[src/rtl/cpu_types_pkg.sv]
// cpu_types_pkg: shared word, MSI frame and cache FSM types for the L1 data cache.
package cpu_types_pkg;
    typedef logic [31:0] word_t;
    localparam int TAG_W = 30;
    typedef enum logic [1:0] {I, S, M} msi_t;
    typedef struct packed {
        msi_t             st;
        logic [TAG_W-1:0] tag;
        word_t            data;
    } dcache_frame_t;
    typedef enum logic [1:0] {IDLE, WB, FETCH, SNOOP} dstate_t;
    // Tags are kept zero-extended to TAG_W so the frame layout is independent of SETS.
    function automatic logic [TAG_W-1:0] tag_of(word_t a, int idx_w);
        return TAG_W'(a[31:2] >> idx_w);
    endfunction
endpackage

[src/rtl/dcache_frames.sv]
// dcache_frames: direct-mapped frame array with datapath and snoop read ports and one write port.
module dcache_frames
    import cpu_types_pkg::*;
#(
    parameter int SETS = 16
) (
    input  logic                      clk_i,
    input  logic                      rst_ni,
    input  logic [$clog2(SETS)-1:0]   didx_i,
    input  logic [$clog2(SETS)-1:0]   sidx_i,
    input  logic                      we_i,
    input  logic [$clog2(SETS)-1:0]   widx_i,
    input  dcache_frame_t             wframe_i,
    output dcache_frame_t             dframe_o,
    output dcache_frame_t             sframe_o
);
    dcache_frame_t frames_q [SETS];
    always_ff @(posedge clk_i or negedge rst_ni) begin
        if (!rst_ni) begin
            for (int k = 0; k < SETS; k++) frames_q[k] <= '0;
        end else if (we_i) begin
            frames_q[widx_i] <= wframe_i;
        end
    end
    assign dframe_o = frames_q[didx_i];
    assign sframe_o = frames_q[sidx_i];
endmodule

[src/rtl/msi_dcache.sv]
// msi_dcache: direct-mapped write-back L1 data cache, MSI requester and snoop responder.
module msi_dcache
    import cpu_types_pkg::*;
#(
    parameter int SETS = 16
) (
    input  logic        CLK,
    input  logic        nRST,
    input  logic        dmemREN,
    input  logic        dmemWEN,
    input  logic [31:0] dmemaddr,
    input  logic [31:0] dmemstore,
    output logic        dhit,
    output logic [31:0] dmemload,
    output logic        dREN,
    output logic        dWEN,
    output logic [31:0] daddr,
    output logic [31:0] dstore,
    output logic        cctrans,
    output logic        ccwrite,
    input  logic        dwait,
    input  logic [31:0] dload,
    input  logic        ccwait,
    input  logic [31:0] ccsnoopaddr,
    input  logic        ccinv
);
    localparam int IDX = $clog2(SETS);
    dstate_t          state_q, state_d;
    dcache_frame_t    dframe, sframe, wframe;
    logic             we, dmatch, smatch;
    logic [IDX-1:0]   didx, sidx, widx;
    logic [TAG_W-1:0] dtag, stag;
    assign didx   = dmemaddr[IDX+1:2];
    assign sidx   = ccsnoopaddr[IDX+1:2];
    assign dtag   = tag_of(dmemaddr, IDX);
    assign stag   = tag_of(ccsnoopaddr, IDX);
    assign dmatch = dframe.st != I && dframe.tag == dtag;
    assign smatch = sframe.st != I && sframe.tag == stag;
    dcache_frames #(.SETS(SETS)) u_frames (
        .clk_i(CLK), .rst_ni(nRST), .didx_i(didx), .sidx_i(sidx),
        .we_i(we), .widx_i(widx), .wframe_i(wframe),
        .dframe_o(dframe), .sframe_o(sframe)
    );
    always_comb begin
        state_d  = state_q;
        we       = 1'b0;
        widx     = didx;
        wframe   = dframe;
        dhit     = 1'b0;
        dmemload = '0;
        dREN     = 1'b0;
        dWEN     = 1'b0;
        daddr    = '0;
        dstore   = '0;
        cctrans  = 1'b0;
        ccwrite  = 1'b0;
        case (state_q)
            IDLE: begin
                if (ccwait) state_d = SNOOP;
                else if (dmemREN && dmatch) begin
                    dhit     = 1'b1;
                    dmemload = dframe.data;
                end else if (dmemWEN && dmatch && dframe.st == M) begin
                    dhit        = 1'b1;
                    we          = 1'b1;
                    wframe.data = dmemstore;
                end else if (dmemREN || dmemWEN) state_d = (!dmatch && dframe.st == M) ? WB : FETCH;
            end
            // A snoop preempts our own bus request before the controller has accepted it.
            WB: begin
                if (ccwait) state_d = SNOOP;
                else begin
                    dWEN   = 1'b1;
                    daddr  = word_t'({dframe.tag, didx, 2'b00});
                    dstore = dframe.data;
                    if (!dwait) begin
                        we        = 1'b1;
                        wframe.st = I;
                        state_d   = FETCH;
                    end
                end
            end
            FETCH: begin
                if (ccwait) state_d = SNOOP;
                else begin
                    dREN    = 1'b1;
                    cctrans = 1'b1;
                    ccwrite = dmemWEN;
                    daddr   = dmemaddr;
                    if (!dwait) begin
                        we          = 1'b1;
                        wframe.st   = dmemWEN ? M : S;
                        wframe.tag  = dtag;
                        wframe.data = dload;
                        state_d     = IDLE;
                    end
                end
            end
            default: begin
                widx   = sidx;
                wframe = sframe;
                if (smatch && sframe.st == M) begin
                    dWEN   = 1'b1;
                    daddr  = ccsnoopaddr;
                    dstore = sframe.data;
                    if (!dwait) begin
                        we        = 1'b1;
                        wframe.st = ccinv ? I : S;
                    end
                end else if (smatch && ccinv) begin
                    we        = 1'b1;
                    wframe.st = I;
                end
                if (!ccwait) state_d = IDLE;
            end
        endcase
    end
    always_ff @(posedge CLK or negedge nRST) begin
        if (!nRST) state_q <= IDLE;
        else state_q <= state_d;
    end
endmodule

[config.mk]
export PLATFORM = sky130hd
export DESIGN_NAME = msi_dcache
export DESIGN_NICKNAME = d
export VERILOG_FILES = /design/src/rtl/cpu_types_pkg.sv /design/src/rtl/dcache_frames.sv /design/src/rtl/msi_dcache.sv
export SDC_FILE = /design/constraint.sdc
export NUM_CORES = 2
export LEC_CHECK = 0
export CORE_MARGIN = 2
export CORE_UTILIZATION = 45
export CTS_CLUSTER_DIAMETER = 30
export CTS_CLUSTER_SIZE = 12
export DETAILED_ROUTE_END_ITERATION = 10
export HOLD_SLACK_MARGIN = 0.15
export PLACE_DENSITY = 0.6
export SYNTH_ARGS = -nofsm -noshare
export SYNTH_HDL_FRONTEND = slang
export SYNTH_SLANG_ARGS = --single-unit
[constraint.sdc]
create_clock -name CLK -period 16.3 [get_ports CLK]
set_clock_uncertainty 0.15 [all_clocks]
set_input_delay 3.26 -clock CLK [delete_from_list [all_inputs] [get_ports CLK]]
set_output_delay 3.26 -clock CLK [all_outputs]
set_load 0.02 [all_outputs]
==> metrics.md <==
| Metric | Value |
|---|---|
| Post-CTS Hold Buffers | 0 |
| R2R depth | 13 |
| Critical-path maximum fanout | 64 |
| Slew headroom | 6.87% |
| Netlist area before placement | 58,900 um^2 |
| Die X | roughly 370 um |
| Hold Crit Class | reg2reg |
| Gate power share | about a fifth |
| Commonest non-fill, non-tap cell in the layout | dfrtp_1 |
| Gr usage total | 28.6% |
| Place WS | roughly 3.1 ns |
| # DRC | 0 |
| Area Growth Syn to Fin | 22.7% |
| Outcome | finished clean |
| # fillers | between 10,000 and 15,000 |
| CTS tree | done |
| Gpl congestion | 0.900 |
| Ys async rst share | 100% |
| Initial antenna violation count | 6 |
| Yosys cell types | around 70 |
| Internal power | about 8200 uW |
| Main synth FF type | dfrtp_1 |
| PortBufs | 235 |
| DR iter-0 viols | a little under 4,000 |
| Vias per inst | roughly 6.4 |
| CTS root buffer | clkbuf_16 |
| Hold Fails Final Rpt | 0 |
| Wirelength, routed | 192 mm |
| Post-layout min period | around 13 ns |
| Switching Share | 28.0% |
| Post-CTS Resized | 0 |
| Min Hold Slack | about 0.35 ns |
| First-pass GRT wire length | approximately 290 mm |
| Leakage | approximately 0.032 uW |
| MaxCap Viol Count | 0 |
| Final Core Density | around 56% |
| Part of the power in the clock network | between 40 and 50% |
| Avg WL per Cell | roughly 30 um |
| Antenna viol nets, final | 0 |
| Syn Area/Cell | roughly 14 um^2 |
| Hold Path Sink | u_frames.frames_q[572] |
| Via count | 40,300 |
| Reg2reg end | u_frames.frames_q[412] |
| Row count | ~130 |
| TritonRoute pass-1 iters | 6 |
| Crit end category | output pin |
| H-tree levels | 5 |
| Mapped Cells | between 4,000 and 5,000 |
| Die area | 134,000 um^2 |
| Reg-to-Reg Start | u_frames.frames_q[311] |
| R2R Setup Slk | between 9 and 10 ns |
| Max Slew Vio Count | 0 |
| Clock Latency Late Sink | slightly below 0.9 ns |
| Crit Path Category | in2out |
| EDFF count, synth | 0 |
| Commonest cells after routing, fill and taps aside | dfrtp_1, mux2_2, mux4_2 |
| Sw Pwr | approximately 3200 uW |
| Final #Nets | approximately 4,500 |
| Yosys warning count | 0 |
| CTS Buffer Depth | 4 |
| Top Ports | 236 |
| TritonCTS Buffers | 277 |
| Critical Path Start Type | primary input |
| GRT Residual Overflow | 0 |
| Fmax | 0.0756 GHz |
| Starting Density | between 40 and 50% |
| Post-synthesis sequential area ratio | between 40% and 50% |
| Flops & latches, synth | between 1,000 and 1,500 |
| Number of global-route vias before repair | a little over 40,000 |
| Final worst slack | approximately 3.1 ns |
| Worst hold stages | 1 |
| Final setup fails | 0 |
| Reg power frac | roughly 30% |
| Hold Path Origin | u_frames.frames_q[572] |
| Syn Nets | ~4,300 |
| RSZ-0062 raised after global routing | false |
| Core Area | approximately 130,000 um^2 |
| DP HPWL | ~110 mm |
| Layout cell share with drive strength beyond 1 | a little under half |
| Largest net degree at the start of global routing | about 170 |
| Pwr per Cell Area | 158 nW/um^2 |
| VDD IR-drop max | approximately 0.094 mV |
| Required @ worst endpoint | 12.89 ns |
| Post-CTS Setup Inserts | 0 |
| Period Utilization, post-route | 81.1% |
| Die height | roughly 370 um |
| Placed Area | ~63,000 um^2 |
| CTS Sinks | approximately 1,000 |
| Post-route setup TNS | 0 ns |
| CP arrival | about 9.8 ns |
| CTS clk-pin slew, worst paths | 0.04 ns |
| Fin area | approximately 72,000 um^2 |
| Slew @ Worst Pin | ~1.4 ns |
## power by group through the flow
stage          sequential [uW]  clock [uW]  combinational (uW)
2_1_floorplan             3310           0                1650
3_3_place_gp              3400           0                2340
3_5_place_dp              3420           0                2360
4_1_cts                   3390        5670                2380
5_1_grt                   3470        5820                2540
6_report                  3400        5610                2390
## cell usage after synthesis, types with 5 or more instances
master / count / area (um^2)
a21oi_1: 26 / 130
nand3_1: 28 / 140
a21o_1: 8 / 60.1
nor2_2: 5 / 31.3
xnor2_1: 47 / 412
o21ai_0: 70 / 350
a211oi_1: 25 / 188
xor2_1: 5 / 43.8
o211ai_1: 14 / 105
or3_1: 6 / 37.5
mux2_1: 80 / 901
buf_6: 16 / 180
nor3_1: 76 / 380
nand4_1: 17 / 106
nor3_4: 8 / 130
and2_1: 10 / 62.6
dfrtp_1: 1026 / 25700
buf_1: 44 / 165
mux2_2: 1002 / 11300
inv_1: 95 / 357
nor4_1: 6 / 37.5
a22oi_1: 90 / 676
nand2_1: 125 / 469
a221oi_1: 23 / 201
nor2b_1: 23 / 144
and3_1: 6 / 37.5
buf_2: 105 / 526
mux2i_1: 179 / 1790
mux4_2: 514 / 11600
nor2_1: 87 / 327
o22ai_1: 32 / 200
a22o_1: 48 / 420
clkbuf_1: 183 / 687
a221o_1: 16 / 160
buf_4: 40 / 300
nand2b_1: 9 / 56.3
## state kept, by name, indices dropped and copies added, names as in the netlist
signal             flops
state_q                2
u_frames.frames_q   1024
## worst max-delay path: stages
cell,delay (ns)
buf_8,0.52
buf_4,0.93
buf_4,0.65
mux4_2,0.58
a22oi_1,0.22
nand4b_1,0.27
nor4_1,0.47
nand4_1,0.15
nor4_1,0.66
or3b_4,0.69
buf_4,0.40
o21ai_0,0.28
clkdlybuf4s50_1,0.64
## cell families after synthesis
group	count (synthesis)	synth area share, %
multiplexers	1775	43.3
AO/OA/AOI/OAI	379	4.64
flip-flops	1026	43.6
adder cells (fa/ha/maj)	4	0.0849
AND/OR/NAND/NOR	438	3.82
buffers and inverters	487	3.78
XOR/XNOR	52	0.773
## worst max path at each step
| stage | startpoint | endpoint | slack [ns] | depth (start not counted) |
|---|---|---|---|---|
| 6_report | ccsnoopaddr[2] | daddr[16] | 3.08 | 13 |
| 5_1_grt | ccsnoopaddr[2] | daddr[16] | 2.53 | 13 |
| 4_1_cts | ccsnoopaddr[2] | daddr[16] | 3.08 | 13 |
| 3_5_place_dp | ccsnoopaddr[2] | daddr[16] | 3.09 | 13 |
| 3_3_place_gp | ccsnoopaddr[2] | daddr[14] | 3.27 | 13 |
| 2_1_floorplan | ccsnoopaddr[2] | daddr[28] | 5.54 | 15 |
## routing by layer
metal  GRT usage, %  vias up  part of all wire [%]
li1               -    16600                     -
met1           39.6    21500                    43
met2           44.9     1686                    47
met3           5.34      443                   6.8
met4           11.0        4                   3.7
met5              0        -                 0.012
## metrics by stage
step | instances | total power [uW]
floorplan | 4161 | 4960
detailed placement | 5865 | 5790
CTS | 6335 | 11400
global placement | 5865 | 5740
finish | 6336 | 11400
global route | 6335 | 11800
## area by class of cell
cell class | count | area, um^2 | area share, %
diodes | 1 | 2.50 | 0.00346
clock buffers | 357 | 7850 | 10.9
clock inverters | 113 | 1750 | 2.42
inverters | 99 | 377 | 0.521
multi-input cells | 2648 | 31200 | 43.1
flip-flops and latches | 1026 | 25700 | 35.5
well taps | 1742 | 2180 | 3.01
repair buffers | 350 | 3310 | 4.57
No activity file was read; power rests on OpenSTA's default activity.
